--- src/rtl/snake_body_walker.sv ---
// Walks the snake body direction stream from the head toward the tail, rebuilding
// each segment coordinate and reporting the first segment that lands on the query cell.
module snake_body_walker #(
  parameter int WIDTH    = 2,
  parameter int DEPTH    = 220,
  parameter int X_BITS   = 5,
  parameter int Y_BITS   = 4,
  parameter int LEN_BITS = 8
) (
  input  logic                clk,
  input  logic                rst_n,
  input  logic                start,
  input  logic [X_BITS-1:0]   head_x,
  input  logic [Y_BITS-1:0]   head_y,
  input  logic [LEN_BITS-1:0] length,
  input  logic [X_BITS-1:0]   query_x,
  input  logic [Y_BITS-1:0]   query_y,
  input  logic                dir_valid,
  input  logic [WIDTH-1:0]    dir,
  output logic                dir_ready,
  output logic                busy,
  output logic                seg_valid,
  output logic [X_BITS-1:0]   seg_x,
  output logic [Y_BITS-1:0]   seg_y,
  output logic                done,
  output logic                hit,
  output logic [LEN_BITS-1:0] hit_index
);

  localparam logic [WIDTH-1:0]    DIR_UP    = WIDTH'(0);
  localparam logic [WIDTH-1:0]    DIR_RIGHT = WIDTH'(1);
  localparam logic [WIDTH-1:0]    DIR_DOWN  = WIDTH'(2);
  localparam logic [LEN_BITS-1:0] MAX_LEN   = LEN_BITS'(DEPTH);

  typedef enum logic [1:0] {
    IDLE = 2'd0,
    HEAD = 2'd1,
    WALK = 2'd2,
    DONE = 2'd3
  } state_t;

  state_t state_reg, state_next;

  logic [X_BITS-1:0]   seg_x_reg, step_x;
  logic [Y_BITS-1:0]   seg_y_reg, step_y;
  logic [X_BITS-1:0]   query_x_reg;
  logic [Y_BITS-1:0]   query_y_reg;
  logic [LEN_BITS-1:0] remain_reg, index_reg, hit_index_reg, len_clamped;
  logic                seg_valid_reg, hit_reg;
  logic                start_accept, consume, last_code;

  assign start_accept = (state_reg == IDLE) && start;
  assign consume      = (state_reg == WALK) && dir_valid;
  assign last_code    = (remain_reg == LEN_BITS'(1));
  assign len_clamped  = (length > MAX_LEN) ? MAX_LEN : length;

  // Each code records how the snake entered a segment, so walking tailward steps the opposite way.
  always_comb begin
    step_x = seg_x_reg;
    step_y = seg_y_reg;
    case (dir)
      DIR_UP:    step_y = seg_y_reg + Y_BITS'(1);
      DIR_RIGHT: step_x = seg_x_reg - X_BITS'(1);
      DIR_DOWN:  step_y = seg_y_reg - Y_BITS'(1);
      default:   step_x = seg_x_reg + X_BITS'(1);
    endcase
  end

  always_ff @(posedge clk or negedge rst_n) begin
    if (!rst_n) begin
      state_reg <= IDLE;
    end else begin
      state_reg <= state_next;
    end
  end

  always_comb begin
    state_next = state_reg;
    busy       = 1'b0;
    dir_ready  = 1'b0;
    done       = 1'b0;
    case (state_reg)
      IDLE: begin
        if (start) state_next = HEAD;
      end
      HEAD: begin
        busy       = 1'b1;
        state_next = (remain_reg == '0) ? DONE : WALK;
      end
      WALK: begin
        busy      = 1'b1;
        dir_ready = 1'b1;
        if (dir_valid && last_code) state_next = DONE;
      end
      default: begin
        done       = 1'b1;
        state_next = IDLE;
      end
    endcase
  end

  // Hit is evaluated on the value being loaded into seg, so it is current in the same cycle seg_valid is.
  always_ff @(posedge clk or negedge rst_n) begin
    if (!rst_n) begin
      seg_x_reg     <= '0;
      seg_y_reg     <= '0;
      seg_valid_reg <= 1'b0;
      query_x_reg   <= '0;
      query_y_reg   <= '0;
      remain_reg    <= '0;
      index_reg     <= '0;
      hit_reg       <= 1'b0;
      hit_index_reg <= '0;
    end else if (start_accept) begin
      seg_x_reg     <= head_x;
      seg_y_reg     <= head_y;
      seg_valid_reg <= 1'b1;
      query_x_reg   <= query_x;
      query_y_reg   <= query_y;
      remain_reg    <= len_clamped;
      index_reg     <= '0;
      hit_reg       <= (head_x == query_x) && (head_y == query_y);
      hit_index_reg <= '0;
    end else if (consume) begin
      seg_x_reg     <= step_x;
      seg_y_reg     <= step_y;
      seg_valid_reg <= 1'b1;
      remain_reg    <= remain_reg - LEN_BITS'(1);
      index_reg     <= index_reg + LEN_BITS'(1);
      if (!hit_reg && (step_x == query_x_reg) && (step_y == query_y_reg)) begin
        hit_reg       <= 1'b1;
        hit_index_reg <= index_reg + LEN_BITS'(1);
      end
    end else begin
      seg_valid_reg <= 1'b0;
    end
  end

  assign seg_x     = seg_x_reg;
  assign seg_y     = seg_y_reg;
  assign seg_valid = seg_valid_reg;
  assign hit       = hit_reg;
  assign hit_index = hit_index_reg;

endmodule

--- config.mk ---
export PLATFORM = sky130hd
export DESIGN_NAME = snake_body_walker
export DESIGN_NICKNAME = d
export VERILOG_FILES = /design/src/rtl/snake_body_walker.sv
export SDC_FILE = /design/constraint.sdc
export NUM_CORES = 1
export LEC_CHECK = 0
export BUFFER_PORTS_ARGS = -buffer_cell sky130_fd_sc_hd__buf_2
export CAP_MARGIN = 20
export CORE_MARGIN = 8
export CORE_UTILIZATION = 35
export DETAILED_ROUTE_END_ITERATION = 6
export HOLD_SLACK_MARGIN = 0.1
export MAX_ROUTING_LAYER = met4
export PLACE_DENSITY = 0.57
export SYNTH_ARGS = -nofsm -noshare
export SYNTH_HDL_FRONTEND = slang
export SYNTH_SLANG_ARGS = --single-unit
--- constraint.sdc ---
create_clock -name clk -period 7.3 [get_ports clk]
set_clock_uncertainty 0.2 [all_clocks]
set_input_delay 0.365 -clock clk [delete_from_list [all_inputs] [get_ports clk]]
set_output_delay 0.365 -clock clk [all_outputs]
set_load 0.02 [all_outputs]
==> reports/results.ini, run 1 <==
[outcome]
status=complete, no violations

[timing]
setup_slack_ps=4250
finalCritPeriodShare_pct=41.8
max_freq_mhz=328
setup_viol=0
period_minus_slack_ps=3050
worst_pin_slew_ps=635
slew_headroom_pct=57.5
final-hold-violation-count=0
setup_tns_ps=0
rsz0062_at_grt=false
report.final.slew_viol_count=0

[drt]
vias=2318
drcViolationCount=0
wl_per_cell_um=14.2
ant_nets=0
met3_length_um=215
drt_pre_antenna_iters=4
wl_met2_um=3320
topRoutingLayerUsed=met4
wl_met1_um=3170
first_iter_violations=92
viasPerCell=4.85
drt-total-wl_um=6770

[yosys]
async_reset_ff_share_pct=100
synth_top_cell_area_share_pct=41.5
ys_ff_latch=46
synth-edff-count=0
ys.flop_type=dfrtp_1
netlist_instances=306
synthTopCellsByArea=dfrtp_1 (41%), xnor2_1 (11%), nand2_1 (8.9%), ha_1 (5.0%), mux2i_1 (4.3%)
seq_area_frac_synth_pct=41.5
syn-num-nets=350
yosys_warnings=0
syn_area_mm2=0.00278
ys_types=38
yosysTopAreaCell=dfrtp_1
syn_avg_cell_area_um2=9.07

[setup_path]
end_kind=register
cp-startpoint=dir[0]
cp-start-kind=input port
cp-endpoint=hit_index[5]$_DFFE_PN0P_
critical_path_class=in2reg
r2r-start=seg_y[0]$_DFFE_PN0P_
ff2ff_setup_slack_ps=4270
worst-endpoint-required_ps=7300
crit_path_max_fanout=16
timing.rr.end=hit_index[5]$_DFFE_PN0P_
rr_worst_depth=7
arrival_ps=3050

[clocking]
clock_sinks=46
clock_latency_ps=300
cts_buffer_depth=2
numCtsBuffers=5
postCtsResizedCells=0
path_clk_slew_ps=90
cts_root_buf=clkbuf_8
cts_tree=yes
htree_levels=2

[placed_design]
placed_cell_area_mm2=0.00311
dp_slack_ps=3920
hpwlAfterDp_um=4890
numPortBuffers=53
place.gp.congestion=0.820

[final_layout]
drive_gt1_share_pct=17.8
area_growth_pct=23.5
regArea_mm2=0.00115
layout_common_cells=nand2_1 (66), buf_2 (53), dfrtp_1 (46)
insertedDiodeCount=0
final_cell_area_mm2=0.00343
final_common_cell=nand2_1
fin_nets=419
nFillCells=785
multi_input_area_mm2=0.00152

[power_and_ir_drop]
power_density_mw_per_mm2=332
swShare_pct=43.1
pwr-share-seq_pct=39.4
vdd_ir_drop_max_v=0.000170
internal_power_uw=647
p_sw_uw=491
combPwrFrac_pct=46.9
leakage_nw=1.60
clock_power_share_pct=13.7

[floorplan]
die-area_mm2=0.0110
std_cell_rows=32
ioPinCount=54
die_x_um=105
start_util_pct=36.1
die_y_um=105
coreArea_mm2=0.00769

[global_route]
grt_overflow=0
antenna_found_initial=0
first_global_vias=2477
grt_max_degree=47
grt_pass1_wl_um=11600
grt.total_usage_pct=12.9

[min_path]
hp-class=in2reg

[flow_run]
cap_viol_max_count=0

## routing by layer
| metal | GRT usage (%) | up-vias |
|---|---|---|
| met3 | 2.76 | 7 |
| met1 | 14.4 | 1106 |
| met2 | 23.0 | 36 |
| met5 | - | - |
| met4 | 3.06 | 0 |
| li1 | - | 1169 |
## power groups by stage
stage | sequential (mW) | combinational [mW] | clock (mW)
global route | 0.465 | 0.597 | 0.174
CTS | 0.448 | 0.540 | 0.163
finish | 0.448 | 0.534 | 0.156
detailed placement | 0.452 | 0.530 | 0
global placement | 0.450 | 0.521 | 0
floorplan | 0.465 | 0.364 | 0
## worst min-delay path by stage
stage,cells after the start,slack [ps],endpoint,from
after detailed placement,2,280,query_x_reg[4]$_DFFE_PN0P_,query_x_reg[4]$_DFFE_PN0P_
final,3,120,query_y_reg[3]$_DFFE_PN0P_,query_y[3]
after global placement,2,280,query_x_reg[4]$_DFFE_PN0P_,query_x_reg[4]$_DFFE_PN0P_
after floorplan,0,-130,hit$_DFFE_PN0P_,rst_n
after CTS,3,100,query_x_reg[1]$_DFFE_PN0P_,query_x[1]
after global routing,3,110,remain_reg[3]$_DFFE_PN0P_,length[3]
## cell families (layout without fill, tap and decap cells)
| group | count (synthesis) | count (layout) | share of synthesized area [%] |
|---|---|---|---|
| AND/OR/NAND/NOR | 118 | 118 | 19.5 |
| XOR/XNOR | 47 | 47 | 14.8 |
| flip-flops | 46 | 46 | 41.5 |
| AO/OA/AOI/OAI | 45 | 45 | 9.56 |
| buffers and inverters | 24 | 94 | 3.83 |
| multiplexers | 14 | 14 | 5.14 |
| adder cells (fa/ha/maj) | 12 | 12 | 5.68 |
## worst max-delay path, stage by stage
cell and delay, ps:
buf_2 200, nor2b_1 290, fa_1 500, mux2i_1 170, xnor2_1 100, a2111oi_2 320
and4_1 230, nand4_1 510, mux2i_1 360
## final cells by class
class / count / share of cell area (%)
inverters: 9 / 0.986
multi-input cells: 236 / 44.3
clock inverters: 2 / 0.402
well taps: 102 / 3.72
repair buffers: 77 / 14.9
flip-flops and latches: 46 / 33.6
clock buffers: 6 / 2.12
## metrics by stage
stage          util, %  power, mW  hold slack [ps]  instances
6_report          44.6       1.14              119        478
5_1_grt           44.6       1.24              105        478
4_1_cts           44.2       1.15              101        476
3_5_place_dp      40.5      0.983              284        448
3_3_place_gp      40.5      0.970              281        448
2_1_floorplan        -      0.830             -131        306
## cell usage after synthesis, drive strengths merged (7+ instances only)
| cell type | n |
|---|---|
| clkbuf | 12 |
| o21ai | 24 |
| inv | 9 |
| nand3 | 7 |
| nor2 | 11 |
| ha | 11 |
| nand2 | 66 |
| xnor2 | 34 |
| xor2 | 13 |
| mux2i | 12 |
| nor4 | 7 |
| dfrtp | 46 |
| a21oi | 9 |
## timing repair
item	in CTS	in global routing
setup buffers	0	0
hold buffers	20	1
hold endpoints to repair	41	1
Note: power is estimated with default switching activity, not from simulation.
==> run 2: changes to the inputs <==
Settings changed: ABC_AREA set to 1, PLACE_DENSITY 0.57 to 0.56.
Clock period 7.3 ns to 2.9 ns, I/O delays scaled along.
==> reports/results.ini, run 2 <==
[outcome]
status=complete, no violations

[timing]
period_minus_slack_ps=2450
finalCritPeriodShare_pct=84.5
max_freq_mhz=408
final-hold-violation-count=0  ; unchanged
slew_headroom_pct=63.3  ; +5.7 points
worst_pin_slew_ps=551  ; -84.3 ps
setup_viol=0  ; unchanged
report.final.slew_viol_count=0  ; unchanged
setup_tns_ps=0  ; unchanged
rsz0062_at_grt=false

[clocking]
postCtsResizedCells=0  ; unchanged
cts_tree=yes
cts_buffer_depth=2  ; unchanged
htree_levels=2  ; unchanged
clock_sinks=46  ; unchanged
cts_setup_buffers=0  ; unchanged
cts_root_buf=clkbuf_8
path_clk_slew_ps=90  ; about the same
cts_hold_buf=28  ; +40%
numCtsBuffers=5  ; unchanged
clock_latency_ps=310  ; about the same

[floorplan]
die_y_um=108  ; +2.7%
die-area_mm2=0.0116  ; +5.5%
coreArea_mm2=0.00822  ; +6.9%
die_x_um=108  ; +2.7%
std_cell_rows=33  ; +3.1%
ioPinCount=54  ; unchanged
start_util_pct=36.0  ; -0.12 points

[yosys]
synthAdderAreaFrac_pct=5.33  ; -0.35 points
ys.flop_type=dfrtp_1
yosysTopAreaCell=dfrtp_1
muxShareOfSynthArea_pct=0  ; -5.1 points
yosysMostFrequentCell=nand2_1
async_reset_ff_share_pct=100  ; unchanged
synth-edff-count=0  ; unchanged
synth_top_family_by_area=simple AND/OR/NAND/NOR gates
synth-simple-area-share_pct=33.8  ; +14 points
synthTopCellsByArea=dfrtp_1 (39%), nand2_1 (18%), nand3_1 (6.1%), inv_1 (5.2%), ha_1 (4.7%)
netlist_instances=401  ; +31%
synthTopCellsByCount=nand2_1 (138), dfrtp_1 (46), inv_1 (41), nand3_1 (36), nor2_1 (26)
ys_ff_latch=46  ; unchanged
syn_area_mm2=0.00296  ; +6.5%
synth_top_cell_area_share_pct=38.9  ; -2.5 points
seq_area_frac_synth_pct=38.9  ; -2.5 points
ys_types=38  ; unchanged
synth_compound_area_share_pct=11.3  ; +1.7 points
syn_avg_cell_area_um2=7.37  ; -19%
syn-num-nets=445  ; +27%
synthXorXnorAreaFrac_pct=3.22  ; -12 points
yosys_warnings=0  ; unchanged

[final_layout]
area_growth_pct=25.1
regArea_mm2=0.00115  ; unchanged
final_common_cell=nand2_1
multi_input_area_mm2=0.00158  ; +4.4%
insertedDiodeCount=0  ; unchanged
final_cell_area_mm2=0.00370  ; +7.9%
layout_common_cells=nand2_1 (138), buf_2 (53), dfrtp_1 (46)
fin_nets=529  ; +26%
nFillCells=835  ; +6.4%
drive_gt1_share_pct=16.1  ; -1.7 points

[power_and_ir_drop]
finalPower_mw=3.18  ; +180%
vdd_ir_drop_max_v=0.000580  ; +240%
power_density_mw_per_mm2=860  ; +160%
leakage_nw=1.92  ; +20%

[drt]
first_iter_violations=133  ; +45%
drt-total-wl_um=8280  ; +22%
viasPerCell=4.95  ; +2.2%
wl_per_cell_um=14.1  ; -0.70%
vias=2918  ; +26%
ant_nets=0  ; unchanged
drcViolationCount=0  ; unchanged
drt_pre_antenna_iters=4  ; unchanged

[placed_design]
placed_cell_area_mm2=0.00333  ; +7.2%
place.gp.congestion=0.802  ; -2.2%
hpwlAfterDp_um=6000  ; +23%
numPortBuffers=53  ; unchanged

[global_route]
antenna_found_initial=0  ; unchanged
first_global_vias=3000  ; +21%
grt_overflow=0  ; unchanged
grt.total_usage_pct=15.5  ; +2.6 points
grt_pass1_wl_um=14000  ; +21%
grt_max_degree=34  ; -28%

[setup_path]
crit_path_max_fanout=10  ; -6
ff2ff_setup_slack_ps=450  ; -3820 ps
worst-endpoint-required_ps=2940  ; -4360 ps
end_kind=register
arrival_ps=2500  ; -550 ps
cp-start-kind=register
critical_path_class=reg2reg

[min_path]
hp-class=in2async

[flow_run]
cap_viol_max_count=0  ; unchanged

run 2: cell types whose count changed in the layout (fill, tap and decap cells not counted), moves of 7 or more:
cell and change:
nand2_1 +72, nor2_1 +15, dlygate4sd3_1 +7, o211ai_1 +8, xor2_1 -7, mux2i_1 -12, inv_1 +32, nand3_1 +29
xnor2_1 -31
run 2: worst paths after layout:
kind	from	endpoint	cells past startpoint
setup / recovery	seg_y[0]$_DFFE_PN0P_	hit_index[6]$_DFFE_PN0P_	13
hold reg to reg	hit_index[3]$_DFFE_PN0P_	hit_index[3]$_DFFE_PN0P_	2
min in group clk	dir_valid	remain_reg[2]$_DFFE_PN0P_	4
hold / removal	rst_n	query_x_reg[1]$_DFFE_PN0P_	2
setup reg to reg	seg_y[0]$_DFFE_PN0P_	hit_index[6]$_DFFE_PN0P_	13
max in group asynchronous	rst_n	hit_index[6]$_DFFE_PN0P_	3
run 2: logic make-up (layout without fill, tap and decap cells):
family	count (synthesis)	count (layout)
xor gates and xnor gates	10	10
DFF	46	46
AOI/OAI and AO/OA	54	54
and+or+nand+nor	226	226
buffers and inverters	53	136
adders and majority gates	12	12
run 2: per-layer routing:
metal / global-route usage, % / share of wire (%)
met5: - / 0
met4: 4.06 / 1.3
met3: 2.69 / 3.8
met2: 26.5 / 49
met1: 18.4 / 46
run 2: power by group:
part	total, mW	internal, mW	switching, mW
combinational	1.66	0.593	1.07
sequential	1.11	0.889	0.222
clock	0.407	0.185	0.223
total	3.18	1.67	1.51
run 2: stage by stage:
stage                     std cells  hold slack [ps]  setup slack, ps  utilization (%)
after floorplan                 401             -351              573                -
after global placement          555            -96.7              385             40.6
after detailed placement        555            -90.8              287             40.6
after CTS                       589              112              422             45.0
after global routing            589              127              165             45.0
final                           589              101              449             45.0
run 2: layout make-up:
cell class | instances | share of cell area (%)
tap | 105 | 3.55
timing repair buffer | 86 | 15.8
inverter | 44 | 4.47
sequential | 46 | 31.1
clock buffer | 6 | 2.23
multi-input combinational | 302 | 42.8
run 2: worst max-delay path, cell delays in order (launching register included):
cell     delay [ps]
dfrtp_1         490
fa_1            510
nand2_1          90
and2_1          140
nor2_1           40
nor2_1           80
nand3_1          80
nor2_2          120
nand3_2         130
nor2_4          130
nand3_4         150
nand2_4         100
nand2_1          60
nand2_1          60
==> run 3: changes to the inputs <==
Settings changed: ABC_AREA 1 to 0, PLACE_DENSITY 0.56 to 0.57.
Clock period 2.9 ns to 2.45 ns, I/O delays scaled along.
==> reports/results.ini, run 3 (synthesis gave the netlist of run 1 again) <==
[outcome]
status=finished, violations left
violations=negative setup slack

[setup_path]
crit_chain=fa_1, mux2i_1, xnor2_1, a2111oi_2, and4_1, nand4_1, buf_6, mux2i_1
end_kind=register
critPathBufInv=1  ; +1
cp_common_cell=mux2i_1
worst-endpoint-required_ps=2430  ; -510 ps
critical_path_class=reg2reg
crit_family=adder cells
critical_path.max_stage_delay_ps=580  ; +70 ps
cp_slowest_cell=fa_1
cp-start-kind=register
arrival_ps=2440  ; -60 ps
crit_path_max_fanout=5  ; -5

[min_path]
hp-class=in2reg

[drt]
vias=2393  ; -18%
drt-total-wl_um=6920  ; -16%
first_iter_violations=103  ; -23%
drt_pre_antenna_iters=4  ; unchanged
drcViolationCount=0  ; unchanged
ant_nets=0  ; unchanged
viasPerCell=4.81  ; -3.0%
wl_per_cell_um=13.9  ; -1.1%

[clocking]
cts_root_buf=clkbuf_8
cts_setup_buffers=0  ; unchanged
cts_buffer_depth=2  ; unchanged
htree_levels=2  ; unchanged
numCtsBuffers=5  ; unchanged
clock_latency_ps=290  ; -20 ps
clock_sinks=46  ; unchanged
cts_tree=yes
path_clk_slew_ps=80  ; about the same

[flow_run]
cap_viol_max_count=0  ; unchanged

[floorplan]
die-area_mm2=0.0110  ; -5.2%
start_util_pct=36.1  ; +0.12 points
ioPinCount=54  ; unchanged
std_cell_rows=32  ; -3.0%
coreArea_mm2=0.00769  ; -6.4%
die_x_um=105  ; -2.7%
die_y_um=105  ; -2.7%

[timing]
worst_pin_slew_ps=477  ; -73.4 ps
setup_viol=6  ; +6
report.final.slew_viol_count=0  ; unchanged
final-hold-violation-count=0  ; unchanged
setup_slack_ps=-9.78  ; -459 ps
max_freq_mhz=407  ; -0.35%
period_minus_slack_ps=2460  ; +8.62 ps
setup_tns_ps=-28.9  ; -28.9 ps
slew_headroom_pct=68.0  ; +4.8 points
finalCritPeriodShare_pct=100  ; +16 points
rsz0062_at_grt=true

[global_route]
grt.total_usage_pct=13.5  ; -2.0 points
grt_pass1_wl_um=12100  ; -14%
grt_overflow=0  ; unchanged
grt_max_degree=38  ; +12%
first_global_vias=2517  ; -16%
antenna_found_initial=0  ; unchanged

[placed_design]
dp_cells=461  ; -17%
placed_cell_area_mm2=0.00321  ; -3.7%
numPortBuffers=53  ; unchanged
hpwlAfterDp_um=5130  ; -14%
dp_slack_ps=-87.9  ; -375 ps
place.gp.congestion=0.839  ; +4.6%

[final_layout]
area_growth_pct=30.4
final_cell_area_mm2=0.00362  ; -2.1%
fin_nets=439  ; -17%
insertedDiodeCount=0  ; unchanged
final_cells=498  ; -15%
drive_gt1_share_pct=21.2  ; +5.1 points
layout_common_cells=nand2_1 (66), buf_2 (53), dfrtp_1 (45)
final_common_cell=nand2_1

[power_and_ir_drop]
power_density_mw_per_mm2=991  ; +15%
finalPower_mw=3.59  ; +13%
vdd_ir_drop_max_v=0.000309  ; -47%
leakage_nw=1.70  ; -11%

-- run 3: per-layer routing --
layer  global-route usage (%)  up-vias  share of wire, %
met1                     16.9     1124                46
met2                     21.9       52                47
met4                     3.57        0              0.98
met3                     2.46        7               5.3
met5                        -        -                 0
li1                         -     1210                 -
-- run 3: layout make-up --
class | instances | area, um2
Inverter | 9 | 33.8
Sequential cell | 46 | 1150
Multi-Input combinational cell | 236 | 1520
Clock buffer | 5 | 68.8
Timing Repair Buffer | 97 | 673
Tap cell | 102 | 128
Fill cell | 762 | 4070
Clock inverter | 3 | 40.0
-- run 3: path summary, 6_finish.rpt --
path                                             from                          to  slack [ps]  depth (start not counted)
max reg2reg                      seg_y[1]$_DFFE_PN0P_    hit_index[4]$_DFFE_PN0P_         -10                          8
min                                             start    state_reg[0]$_DFFE_PN0P_         110                          3
min reg2reg                query_x_reg[4]$_DFFE_PN0P_  query_x_reg[4]$_DFFE_PN0P_         310                          2
min in group asynchronous                       rst_n    hit_index[3]$_DFFE_PN0P_         220                          3
max in group asynchronous                       rst_n        seg_y[0]$_DFFE_PN0P_        1100                          3
max                              seg_y[1]$_DFFE_PN0P_    hit_index[4]$_DFFE_PN0P_         -10                          8
-- run 3: worst min-delay path, stage by stage --
cell and delay (ps):
buf_2 100, o21ai_0 110, mux2_2 240
-- run 3: timing repair --
item | 4_1_cts | 5_1_grt
setup endpoints to repair | 9 | 9
hold buffers | 28 | 0
cloned | 1 | 0
pin swaps | 3 | 2
gates resized for setup | 4 | 0
endpoints found under the hold margin | 73 | 0
-- run 3: where the power goes --
group	switching, mW	internal [mW]	leakage (nW)
logic	0.973	0.790	1.06
registers	0.248	1.02	0.587
clock network	0.251	0.300	0.0579
-- run 3: through the flow --
step | hold slack (ps) | util, %
4_1_cts | 102 | 47.1
3_5_place_dp | -198 | 41.8
6_report | 112 | 47.1
5_1_grt | 145 | 47.1
2_1_floorplan | -373 | -
3_3_place_gp | -198 | 41.8
